### src/rtl/sysbus_arbiter_if.sv
// Bundle of requester-side and Sysbus-side signals around the two-requester arbiter.
// The slave modport is the arbiter's view; the master modport is the surrounding requesters and bus.
interface sysbus_arbiter_if #(
  parameter int ADDR_W = 64,
  parameter int DATA_W = 64,
  parameter int TAG_W  = 13
);
  logic [1:0]        m_reqcyc;
  logic [ADDR_W-1:0] m_req    [2];
  logic [TAG_W-1:0]  m_reqtag [2];
  logic [1:0]        m_reqack;
  logic [1:0]        m_respcyc;
  logic [DATA_W-1:0] m_resp;
  logic [1:0]        m_respack;

  logic              s_reqcyc;
  logic [ADDR_W-1:0] s_req;
  logic [TAG_W-1:0]  s_reqtag;
  logic              s_reqack;
  logic              s_respcyc;
  logic [DATA_W-1:0] s_resp;
  logic              s_respack;

  modport slave (
    input  m_reqcyc, m_req, m_reqtag, m_respack,
    output m_reqack, m_respcyc, m_resp,
    output s_reqcyc, s_req, s_reqtag, s_respack,
    input  s_reqack, s_respcyc, s_resp
  );

  modport master (
    output m_reqcyc, m_req, m_reqtag, m_respack,
    input  m_reqack, m_respcyc, m_resp,
    input  s_reqcyc, s_req, s_reqtag, s_respack,
    output s_reqack, s_respcyc, s_resp
  );
endinterface

### src/rtl/sysbus_arbiter.sv
// Shares one Sysbus port between instruction fetch (0) and data memory (1), one transaction at a time.
// Define SYSBUS_ARB_FIXED_PRIO_EN to make requester 1 win every tie instead of round-robin.
module sysbus_arbiter #(
  parameter int ADDR_W = 64,
  parameter int DATA_W = 64,
  parameter int TAG_W  = 13
) (
  input  logic             clk,
  input  logic             reset,
  sysbus_arbiter_if.slave  bus
);

  typedef enum logic [1:0] {IDLE, REQ, RESP} state_t;

  state_t            state_q, state_d;
  logic              owner_q;
  logic              last_q;
  logic              got_beat_q;
  logic              reqcyc_q;
  logic [ADDR_W-1:0] req_q;
  logic [TAG_W-1:0]  tag_q;

  logic              tie_pick;
  logic              winner;
  logic              burst_end;

`ifdef SYSBUS_ARB_FIXED_PRIO_EN
  assign tie_pick = 1'b1;
`else
  assign tie_pick = ~last_q;
`endif

  assign winner    = bus.m_reqcyc[1] & (~bus.m_reqcyc[0] | tie_pick);
  // A burst is over only once at least one beat has been seen and respcyc drops.
  assign burst_end = got_beat_q & ~bus.s_respcyc;

  always_ff @(posedge clk) begin
    if (reset) begin
      state_q    <= IDLE;
      owner_q    <= 1'b0;
      last_q     <= 1'b1;
      got_beat_q <= 1'b0;
      reqcyc_q   <= 1'b0;
      req_q      <= '0;
      tag_q      <= '0;
    end else begin
      state_q <= state_d;
      case (state_q)
        IDLE: begin
          if (|bus.m_reqcyc) begin
            owner_q    <= winner;
            req_q      <= bus.m_req[winner];
            tag_q      <= bus.m_reqtag[winner];
            reqcyc_q   <= 1'b1;
            got_beat_q <= 1'b0;
          end
        end
        REQ: begin
          if (bus.s_reqack) reqcyc_q <= 1'b0;
        end
        RESP: begin
          if (bus.s_respcyc) got_beat_q <= 1'b1;
          else if (got_beat_q) last_q <= owner_q;
        end
        default: ;
      endcase
    end
  end

  always_comb begin
    state_d       = state_q;
    bus.m_reqack  = '0;
    bus.m_respcyc = '0;
    bus.s_respack = 1'b0;
    case (state_q)
      IDLE: begin
        if (|bus.m_reqcyc) state_d = REQ;
      end
      REQ: begin
        bus.m_reqack[owner_q] = bus.s_reqack;
        if (bus.s_reqack) state_d = RESP;
      end
      RESP: begin
        bus.m_respcyc[owner_q] = bus.s_respcyc;
        bus.s_respack          = bus.m_respack[owner_q];
        if (burst_end) state_d = IDLE;
      end
      default: state_d = IDLE;
    endcase
  end

  assign bus.m_resp   = bus.s_resp;
  assign bus.s_reqcyc = reqcyc_q;
  assign bus.s_req    = req_q;
  assign bus.s_reqtag = tag_q;

endmodule
### src/flat_wrapper.sv
// flat-port wrapper written by rule: the top's interface ports become plain ports
module sysbus_arbiter_flat 
#(
  parameter int ADDR_W = 64,
  parameter int DATA_W = 64,
  parameter int TAG_W  = 13
)
  (clk, reset, bus_m_reqcyc, bus_m_req, bus_m_reqtag, bus_m_respack, bus_m_reqack, bus_m_respcyc, bus_m_resp, bus_s_reqcyc, bus_s_req, bus_s_reqtag, bus_s_respack, bus_s_reqack, bus_s_respcyc, bus_s_resp);
  sysbus_arbiter_if #(.ADDR_W(ADDR_W), .DATA_W(DATA_W), .TAG_W(TAG_W)) bus_i ();
  input  logic clk;
  input  logic reset;
  input wire logic [$bits(bus_i.m_reqcyc)-1:0] bus_m_reqcyc;
  input wire logic [$bits(bus_i.m_req)-1:0] bus_m_req;
  input wire logic [$bits(bus_i.m_reqtag)-1:0] bus_m_reqtag;
  input wire logic [$bits(bus_i.m_respack)-1:0] bus_m_respack;
  output wire logic [$bits(bus_i.m_reqack)-1:0] bus_m_reqack;
  output wire logic [$bits(bus_i.m_respcyc)-1:0] bus_m_respcyc;
  output wire logic [$bits(bus_i.m_resp)-1:0] bus_m_resp;
  output wire logic [$bits(bus_i.s_reqcyc)-1:0] bus_s_reqcyc;
  output wire logic [$bits(bus_i.s_req)-1:0] bus_s_req;
  output wire logic [$bits(bus_i.s_reqtag)-1:0] bus_s_reqtag;
  output wire logic [$bits(bus_i.s_respack)-1:0] bus_s_respack;
  input wire logic [$bits(bus_i.s_reqack)-1:0] bus_s_reqack;
  input wire logic [$bits(bus_i.s_respcyc)-1:0] bus_s_respcyc;
  input wire logic [$bits(bus_i.s_resp)-1:0] bus_s_resp;
  assign bus_i.m_reqcyc = bus_m_reqcyc;
  assign bus_i.m_req = {>>{bus_m_req}};
  assign bus_i.m_reqtag = {>>{bus_m_reqtag}};
  assign bus_i.m_respack = bus_m_respack;
  assign bus_m_reqack = bus_i.m_reqack;
  assign bus_m_respcyc = bus_i.m_respcyc;
  assign bus_m_resp = bus_i.m_resp;
  assign bus_s_reqcyc = bus_i.s_reqcyc;
  assign bus_s_req = bus_i.s_req;
  assign bus_s_reqtag = bus_i.s_reqtag;
  assign bus_s_respack = bus_i.s_respack;
  assign bus_i.s_reqack = bus_s_reqack;
  assign bus_i.s_respcyc = bus_s_respcyc;
  assign bus_i.s_resp = bus_s_resp;
  sysbus_arbiter #(.ADDR_W(ADDR_W), .DATA_W(DATA_W), .TAG_W(TAG_W)) u_core (.clk(clk), .reset(reset), .bus(bus_i));
endmodule
### config.mk
export PLATFORM = sky130hd
export DESIGN_NAME = sysbus_arbiter_flat
export DESIGN_NICKNAME = d
export VERILOG_FILES = /design/src/rtl/sysbus_arbiter_if.sv /design/src/rtl/sysbus_arbiter.sv /design/src/flat_wrapper.sv
export SDC_FILE = /design/constraint.sdc
export NUM_CORES = 1
export LEC_CHECK = 0
export ABC_CLOCK_PERIOD_IN_PS = 1900
export BUFFER_PORTS_ARGS = -buffer_cell sky130_fd_sc_hd__buf_4
export CAP_MARGIN = 20
export CORE_AREA = 8 8 139 141
export CTS_BUF_LIST = sky130_fd_sc_hd__clkbuf_8 sky130_fd_sc_hd__clkbuf_16
export CTS_CLUSTER_SIZE = 10
export DETAILED_ROUTE_END_ITERATION = 8
export DIE_AREA = 0 0 147 149
export PLACE_DENSITY = 0.57
export REMOVE_ABC_BUFFERS = 1
export SYNTH_ARGS = -nofsm -noshare
export SYNTH_HDL_FRONTEND = slang
export SYNTH_SLANG_ARGS = --single-unit
### constraint.sdc
create_clock -name clk -period 1.9 [get_ports clk]
set_clock_uncertainty 0.2 [all_clocks]
set_input_delay 0.38 -clock clk [delete_from_list [all_inputs] [get_ports clk]]
set_output_delay 0.38 -clock clk [all_outputs]
set_load 0.05 [all_outputs]
**After elaboration in Yosys (flattened, before gate mapping)**

Index checks and enable logic that the tools add are counted.

- Register bits: 83
- Output and inout port bits: 147
- Logic and storage cells: 58

- Magnitude comparators: 3
- Equal/unequal tests: 6
- Mux-type cells: 23
- Bitwise gates (word level): 9
- Reduce and logical (&&, ||, !) cells: 10

Operator list:

| kind | count |
|---|---|
| two-way mux 64 bit | 3 |
| two-way mux 13 bit | 3 |
| AND reduction 3 bit | 4 |
| two-way mux 2 bit | 5 |
| two-way mux 1 bit | 8 |
| case mux 2 bit (3 select lines) | 1 |
| bitwise AND 2 bit | 2 |
| inequality test 2 x 1 -> 1 bit, second input constant | 2 |
| inequality test 2 bit, second input constant | 2 |
| case mux 1 bit (2 select lines) | 2 |
| nonzero test 2 bit | 2 |
| NOT 1 bit | 3 |
| bitwise AND 1 bit | 2 |
| == test 2 x 1 -> 1 bit, second input constant | 1 |
| == test 2 bit, second input constant | 1 |
| >= comparator 2 bit, second input constant | 1 |
| zero test 2 bit | 1 |
| < comparator 1 x 2 -> 1 bit, second input constant | 1 |
| NOT 1 -> 2 bit | 1 |
| AND reduction 2 bit | 1 |
| OR reduction 2 bit | 1 |
| demux 1 bit (select 1 bit) | 1 |
| >= comparator 1 bit, second input constant | 1 |
| logical AND 1 bit | 1 |
| OR 1 bit | 1 |

**Longest topological paths before layout**

Gate-level depths: netlist of run 1.

- Depth in word-level cells: 7
- Gate-level depth with buffers: 6
- Mapped depth without buffers: 3

**Worst setup path before layout of run 1**

Ideal clock, no wire load.

- Path type: flip-flop to output port
- From: register u_core.state_q[1]
- To: output bus_m_respcyc[0]
- Data arrival time: 1,290 ps
- Path slack: 30 ps
- Cell stages (with the launch flop): 4
- Buffers on the path: 0
- Cells stage by stage: dfxtp_1 nor2b_1 nand2_1 nor2_1

- Cells in the longest elaborated chain, start to end: 2

RTL lines:

| what | line | text |
|---|---|---|
| start, declared | sysbus_arbiter.sv:15 | `state_t state_q, state_d;` |
| start signal, assigned | sysbus_arbiter.sv:47 | `state_q <= state_d;` |
| == test 2 bit | sysbus_arbiter.sv:75 | `case (state_q)` |
| two-way mux 2 bit | sysbus_arbiter.sv:75 |  |
| end, declared | flat_wrapper.sv:17 | `output wire logic [$bits(bus_i.m_respcyc)-1:0] bus_m_respcyc;` |

No other way between the ends.

**Final worst setup path of run 1**

- From: register u_core.state_q[1]
- To: output bus_m_respcyc[1]

The elaborated chain is that of the path after synthesis.

==> results of run 1 <==
-- path summary, 6_finish.rpt --
kind | from | to | slack [ps]
max | u_core.state_q[1] | bus_m_respcyc[1] | 80
min | bus_m_reqtag[17] | u_core.bus.s_reqtag[4] | 110
max reg2reg | u_core.state_q[1] | u_core.bus.s_reqtag[9] | 260
min reg2reg | u_core.bus.s_reqcyc | u_core.bus.s_reqcyc | 270
-- layout make-up --
class                           instances  area (um^2)
Fill cell                            1846        10690
Timing Repair Buffer                  259         2093
Multi-Input combinational cell        339         2032
Sequential cell                        83         1668
Tap cell                              225        281.5
Clock buffer                           12        266.5
Clock inverter                          3        13.76
Inverter                                2        7.507
-- timing repair --
action | in CTS | in global routing
setup endpoints to repair | 5 | 4
buffers inserted | 0 | 1
cloned | 0 | 0
pin swaps | 0 | 1
resized for setup | 5 | 7
hold buffers | 0 | 0
-- metal layers --
| layer | global-route usage, % | share of wire [%] | vias up |
|---|---|---|---|
| li1 | - | - | 2153 |
| met1 | 21.24 | 37 | 2051 |
| met2 | 29.06 | 44 | 249 |
| met3 | 14.96 | 16 | 15 |
| met4 | 5.711 | 2.0 | 2 |
| met5 | 4.308 | 0.53 | - |
-- state kept, by name, summed over array words and instances (netlist names) --
| signal | count |
|---|---|
| u_core.bus.s_req | 64 |
| u_core.bus.s_reqtag | 13 |
| u_core.state_q | 2 |
| u_core.bus.s_reqcyc | 1 |
| u_core.got_beat_q | 1 |
| u_core.last_q | 1 |
| u_core.owner_q | 1 |
-- report_power, final --
group | internal (mW) | switching (mW) | total [mW]
clock | 0.977 | 0.702 | 1.68
combinational | 0.812 | 1.42 | 2.23
sequential | 1.96 | 0.125 | 2.08
total | 3.75 | 2.25 | 6.00
-- cell families after synthesis --
| kind of cell | Yosys count |
|---|---|
| buffers and inverters | 117 |
| AOI/OAI and AO/OA | 165 |
| DFF | 83 |
| muxes | 1 |
| and+or+nand+nor | 173 |
-- placed cells by master (no fill, tap or decap), types with 3 or more instances in the layout --
cell type / count
a21oi_1: 81
nand2_1: 157
o21ai_0: 3
inv_1: 3
clkbuf_8: 3
buf_12: 11
a311oi_2: 28
clkbuf_16: 9
dfxtp_1: 80
nor2_1: 4
a311oi_1: 49
buf_6: 3
buf_4: 245
-- critical path, cell delays in order, from the launching register on --
cell,delay (ps)
dfxtp_4,370
nor2b_4,160
nand2_2,80
nor2_1,130
buf_6,170
-- through the flow --
step | power, mW | setup WS, ps | setup TNS, ps | hold slack [ps] | instances
floorplan | 3.433 | -685.4 | -51440 | 247.9 | 424
global placement | 4.353 | 222.0 | 0 | 248.1 | 907
detailed placement | 4.366 | 186.6 | 0 | 264.4 | 907
CTS | 6.078 | -1.591 | -1.591 | 94.59 | 922
global route | 6.294 | 2.429 | 0 | 102.1 | 923
finish | 5.995 | 77.30 | 0 | 111.5 | 923
==> metrics.yaml, run 1 <==
status: "completed"
synth_edf_count: 0
clock_sinks: 83
peakVddDrop_v: 0.0004583
setup_violations: 0
tightest_slew_ps: 428.1
worst_ep_arrival_time_ps: 1240
cts_root_buffer: "clkbuf_16"
cap_violations: 0
yosys.area_share.xor_xnor_pct: 0
clkTransAtPathRegs_ps: 60
port_buffers: 244
grt_pass1_vias: 4496
io-pin-count: 373
drtIter0Drc: 157
fin_crit_sh_pct: 95.93
ys_seq_elements: 83
p_per_area_mw_per_mm2: 942.3
p_leak_nw: 2.801
synth_top_family_by_area: "compound AO/OA/AOI/OAI gates"
ys_warn_count: 0
synthTopCellsByCount: "nand2_1 (158), dfxtp_1 (83), a21oi_1 (81)"
finalHoldViolations: 0
detail_route.wl_per_cell_um: 24.29
drc: 0
gp_congestion: 0.7782
std_cell_rows: 48
track_usage_pct: 19.65
grt-ovfl-total: 0
synth.most_common_cell: "nand2_1"
slew_viol_final: 0
yosysUniqueCellTypes: 24
dieArea_mm2: 0.02190
placed_area_mm2: 0.006042
firstDrtPassIters: 4
grt_max_degree: 54
yosysTopAreaCell: "dfxtp_1"
die_w_um: 147
seq_area_frac_synth_pct: 37.09
rsz0062_at_grt: "no"
synthAdderAreaFrac_pct: 0
via_count: 4470
cts_tree: "done"
hold_depth: 3
startpoint_type: "register"
synth_compound_area_share_pct: 29.39
antenna_found_initial: 0
totalWireLength_mm: 22.42
rr_worst_depth: 4
clk_latency_ps: 330
path_class: "register to output port"
clock_path_buffers: 2
syn_to_final_growth_pct: 42.04
finalNetCount: 920
post-route-util_pct: 37.30
die-height_um: 149
n_antenna_cell: 0
grt_pass1_wl_mm: 31.76
synth.cell_area_mm2: 0.004479
vias_per_cell: 4.843
initial_utilization_pct: 26.26
synthCells: 539
cts_buffers: 9
timing.final.crit_period_ps: 1823
crit_required_ps: 1320
design.core.area_mm2: 0.01706
synth_area_leaders: "dfxtp_1 (37%), nand2_1 (13%), buf_4 (12%), a311oi_1 (9.6%), a311oi_2 (9.4%)"
h-tree-depth: 3
synth_top_area_share_pct: 37.09
synth_ff_type: "dfxtp_1"
syn_avg_cell_area_um2: 8.310
yosys.area_share.simple_pct: 15.31
async_flop_share_pct: 0
min-delay-path-class: "input pin to register"
fin_area_mm2: 0.006362
ant_nets: 0
hpwlAfterDp_mm: 17.68
muxShareOfSynthArea_pct: 0.2235
drive_above_1_share_pct: 45.13
fmax_ghz: 0.5486
worstPathMaxFanout: 6
maxSlewHeadroom_pct: 71.46
endpoint_kind: "output port"
Power figures use the tool's default switching activity.
==> run 2, diff against run 1 <==
--- a/config.mk
+++ b/config.mk
@@ -8,12 +8,12 @@
 export ABC_CLOCK_PERIOD_IN_PS = 1900
 export BUFFER_PORTS_ARGS = -buffer_cell sky130_fd_sc_hd__buf_4
 export CAP_MARGIN = 20
-export CORE_AREA = 8 8 139 141
+export CORE_AREA = 2 2 145 147
 export CTS_BUF_LIST = sky130_fd_sc_hd__clkbuf_8 sky130_fd_sc_hd__clkbuf_16
 export CTS_CLUSTER_SIZE = 10
 export DETAILED_ROUTE_END_ITERATION = 8
 export DIE_AREA = 0 0 147 149
-export PLACE_DENSITY = 0.57
+export PLACE_DENSITY = 0.5
 export REMOVE_ABC_BUFFERS = 1
 export SYNTH_ARGS = -nofsm -noshare
 export SYNTH_HDL_FRONTEND = slang
==> constraint.sdc (replaced) <==
create_clock -name clk -period 1.9 [get_ports clk]
set_clock_uncertainty 0.2 [all_clocks]
set_input_delay 0.285 -clock clk [delete_from_list [all_inputs] [get_ports clk]]
set_output_delay 0.285 -clock clk [all_outputs]
set_load 0.05 [all_outputs]
==> metrics.yaml, run 2 (synthesis results as in run 1) <==
status: "completed"
rsz0062_at_grt: "no"
min-delay-path-class: "input pin to register"
h-tree-depth: 3  # unchanged
grtUsageMet3_pct: 15.44  # +0.49 points
timing.final.crit_period_ps: 1795  # -27.79 ps
port_buffers: 244  # unchanged
design.core.area_mm2: 0.02056  # +21%
worst_ep_arrival_time_ps: 1310  # +70 ps
use_met1_pct: 20.43  # -0.81 points
cp-startpoint: "u_core.state_q[1]"
clkTransAtPathRegs_ps: 60  # about the same
rrSetupSlack_ps: 290  # +30 ps
maxSlewHeadroom_pct: 72.65  # +1.2 points
dieArea_mm2: 0.02190  # unchanged
syn_to_final_growth_pct: 50.78
track_usage_pct: 18.08  # -1.6 points
finalNetCount: 950  # +3.3%
detail_route.wl_per_cell_um: 20.47  # -16%
std_cell_rows: 53  # +10%
antenna_found_initial: 0  # unchanged
tightest_slew_ps: 410.3  # -17.83 ps
setup_violations: 0  # unchanged
firstDrtPassIters: 4  # unchanged
vias_per_cell: 4.694  # -3.1%
clock_path_buffers: 2  # unchanged
grt_pass1_wl_mm: 29.23  # -8.0%
pwr-share-comb_pct: 36.1  # -1.1 points
grt_pass1_vias: 4576  # +1.8%
hold_start: "bus_m_req[63]"
swShare_pct: 35.84  # -1.6 points
die_w_um: 147  # unchanged
cap_violations: 0  # unchanged
crit_required_ps: 1410  # +90 ps
cp_cell_sequence: "nand3b_1 > nor2_1 > buf_4"
startpoint_type: "register"
finalHoldViolations: 0  # unchanged
n_antenna_cell: 0  # unchanged
fin_crit_sh_pct: 94.47  # -1.5 points
io-pin-count: 373  # unchanged
drive_above_1_share_pct: 42.56  # -2.6 points
busiest_layer: "met2"
met2_usage_pct: 25.00  # -4.1 points
p_leak_nw: 2.931  # +4.7%
grt-ovfl-total: 0  # unchanged
internal_power_mw: 4.077  # +8.7%
fmax_ghz: 0.5571  # +1.5%
path_class: "register to output port"
p_switching_mw: 2.278  # +1.4%
totalWireLength_mm: 20.49  # -8.6%
initial_utilization_pct: 21.79  # -4.5 points
die-height_um: 149  # unchanged
hpwlAfterDp_mm: 14.97  # -15%
setup-tns-final_ps: 0  # unchanged
r2r-start: "u_core.state_q[1]"
p_seq_share_pct: 32.8  # -2.0 points
cts_root_buffer: "clkbuf_16"
drtIter0Drc: 182  # +16%
gp_congestion: 0.7977  # +2.5%
cts_tree: "done"
p_per_area_mw_per_mm2: 940.8  # -0.15%
slew_viol_final: 0  # unchanged
clock_sinks: 83  # unchanged
drc: 0  # unchanged
via_count: 4699  # +5.1%
clk_latency_ps: 340  # about the same
pwr-share-clk_pct: 31.2  # +3.2 points
fin_total_pwr_mw: 6.354  # +6.0%
final_common_cell: "buf_4"
slowest_delay_ps: 350  # -20 ps
ant_nets: 0  # unchanged
cts_buffers: 9  # unchanged
grt_max_degree: 79  # +46%
crit_slowest_cell: "dfxtp_2"
final_cell_mix: "buf_4 (244), nand2_1 (157), a21oi_1 (81), dfxtp_1 (81), a311oi_1 (49)"
endpoint_kind: "output port"
peakVddDrop_v: 0.0004070  # -11%
largest_reg_flops: 64  # unchanged
post-route-util_pct: 32.85  # -4.4 points
worstPathMaxFanout: 6  # unchanged
run 2: cell count changes in the layout (fill, tap and decap cells not counted):
cell           previous run  this run
or2_4                     0         1
clkbuf_8                  3         0
buf_4                   245       244
dfxtp_1                  80        81
dlygate4sd3_1             0        33
bufinv_16                 0         3
or2_2                     1         0
dfxtp_4                   1         0
buf_12                   11        10
clkinv_2                  2         0
buf_6                     3         2
run 2: critical path: cells and delay by family, from the launching register on:
family                 cells  cell delay [ps]
AND/OR/NAND/NOR            2              400
buffers and inverters      1              210
flip-flops                 1              350
run 2: per-stage QoR:
stage | cells | setup slack [ps] | hold slack (ps) | cell area (um^2)
6_report | 1001 | 105.1 | 20.47 | 6754
5_1_grt | 1001 | 0.08593 | 10.63 | 6754
4_1_cts | 1001 | 44.60 | 0.07050 | 6734
3_5_place_dp | 955 | 266.9 | 259.9 | 6080
3_3_place_gp | 955 | 293.1 | 247.9 | 6080
2_1_floorplan | 424 | -685.4 | 152.9 | 3681
run 2: metal layers:
layer | up-vias | routed length [um] | share of wire [%]
li1 | 2207 | - | -
met4 | 4 | 286 | 1.4
met5 | - | 109 | 0.53
met2 | 298 | 8537 | 42
met1 | 2167 | 7801 | 38
met3 | 23 | 3753 | 18
run 2: area by class of cell:
class / instances / area, um^2
Timing Repair Buffer: 289 / 2385
Clock buffer: 9 / 225.2
Inverter: 2 / 7.507
Multi-Input combinational cell: 339 / 2034
Clock inverter: 4 / 93.84
Tap cell: 275 / 344.1
Fill cell: 2219 / 13800
Sequential cell: 83 / 1664
run 2: timing repair:
item,4_1_cts,5_1_grt
hold buffers,33,0
endpoints found under the setup margin,2,2
setup buffers,0,0
endpoints found under the hold margin,24,0
gates resized for setup,3,6
run 2: power groups by stage:
stage	registers, mW	logic [mW]	clock network (mW)
global placement	2.11	2.26	0
CTS	2.08	2.32	2.07
global route	2.11	2.43	2.11
detailed placement	2.12	2.26	0
floorplan	2.83	0.603	0
finish	2.08	2.29	1.98
run 2: final timing paths:
kind | end | cells after the start
worst max register to register | u_core.bus.s_req[19] | 4
worst min-delay path | u_core.bus.s_req[63] | 3
worst max-delay path | bus_m_reqack[1] | 3
worst min register to register | u_core.bus.s_reqcyc | 2
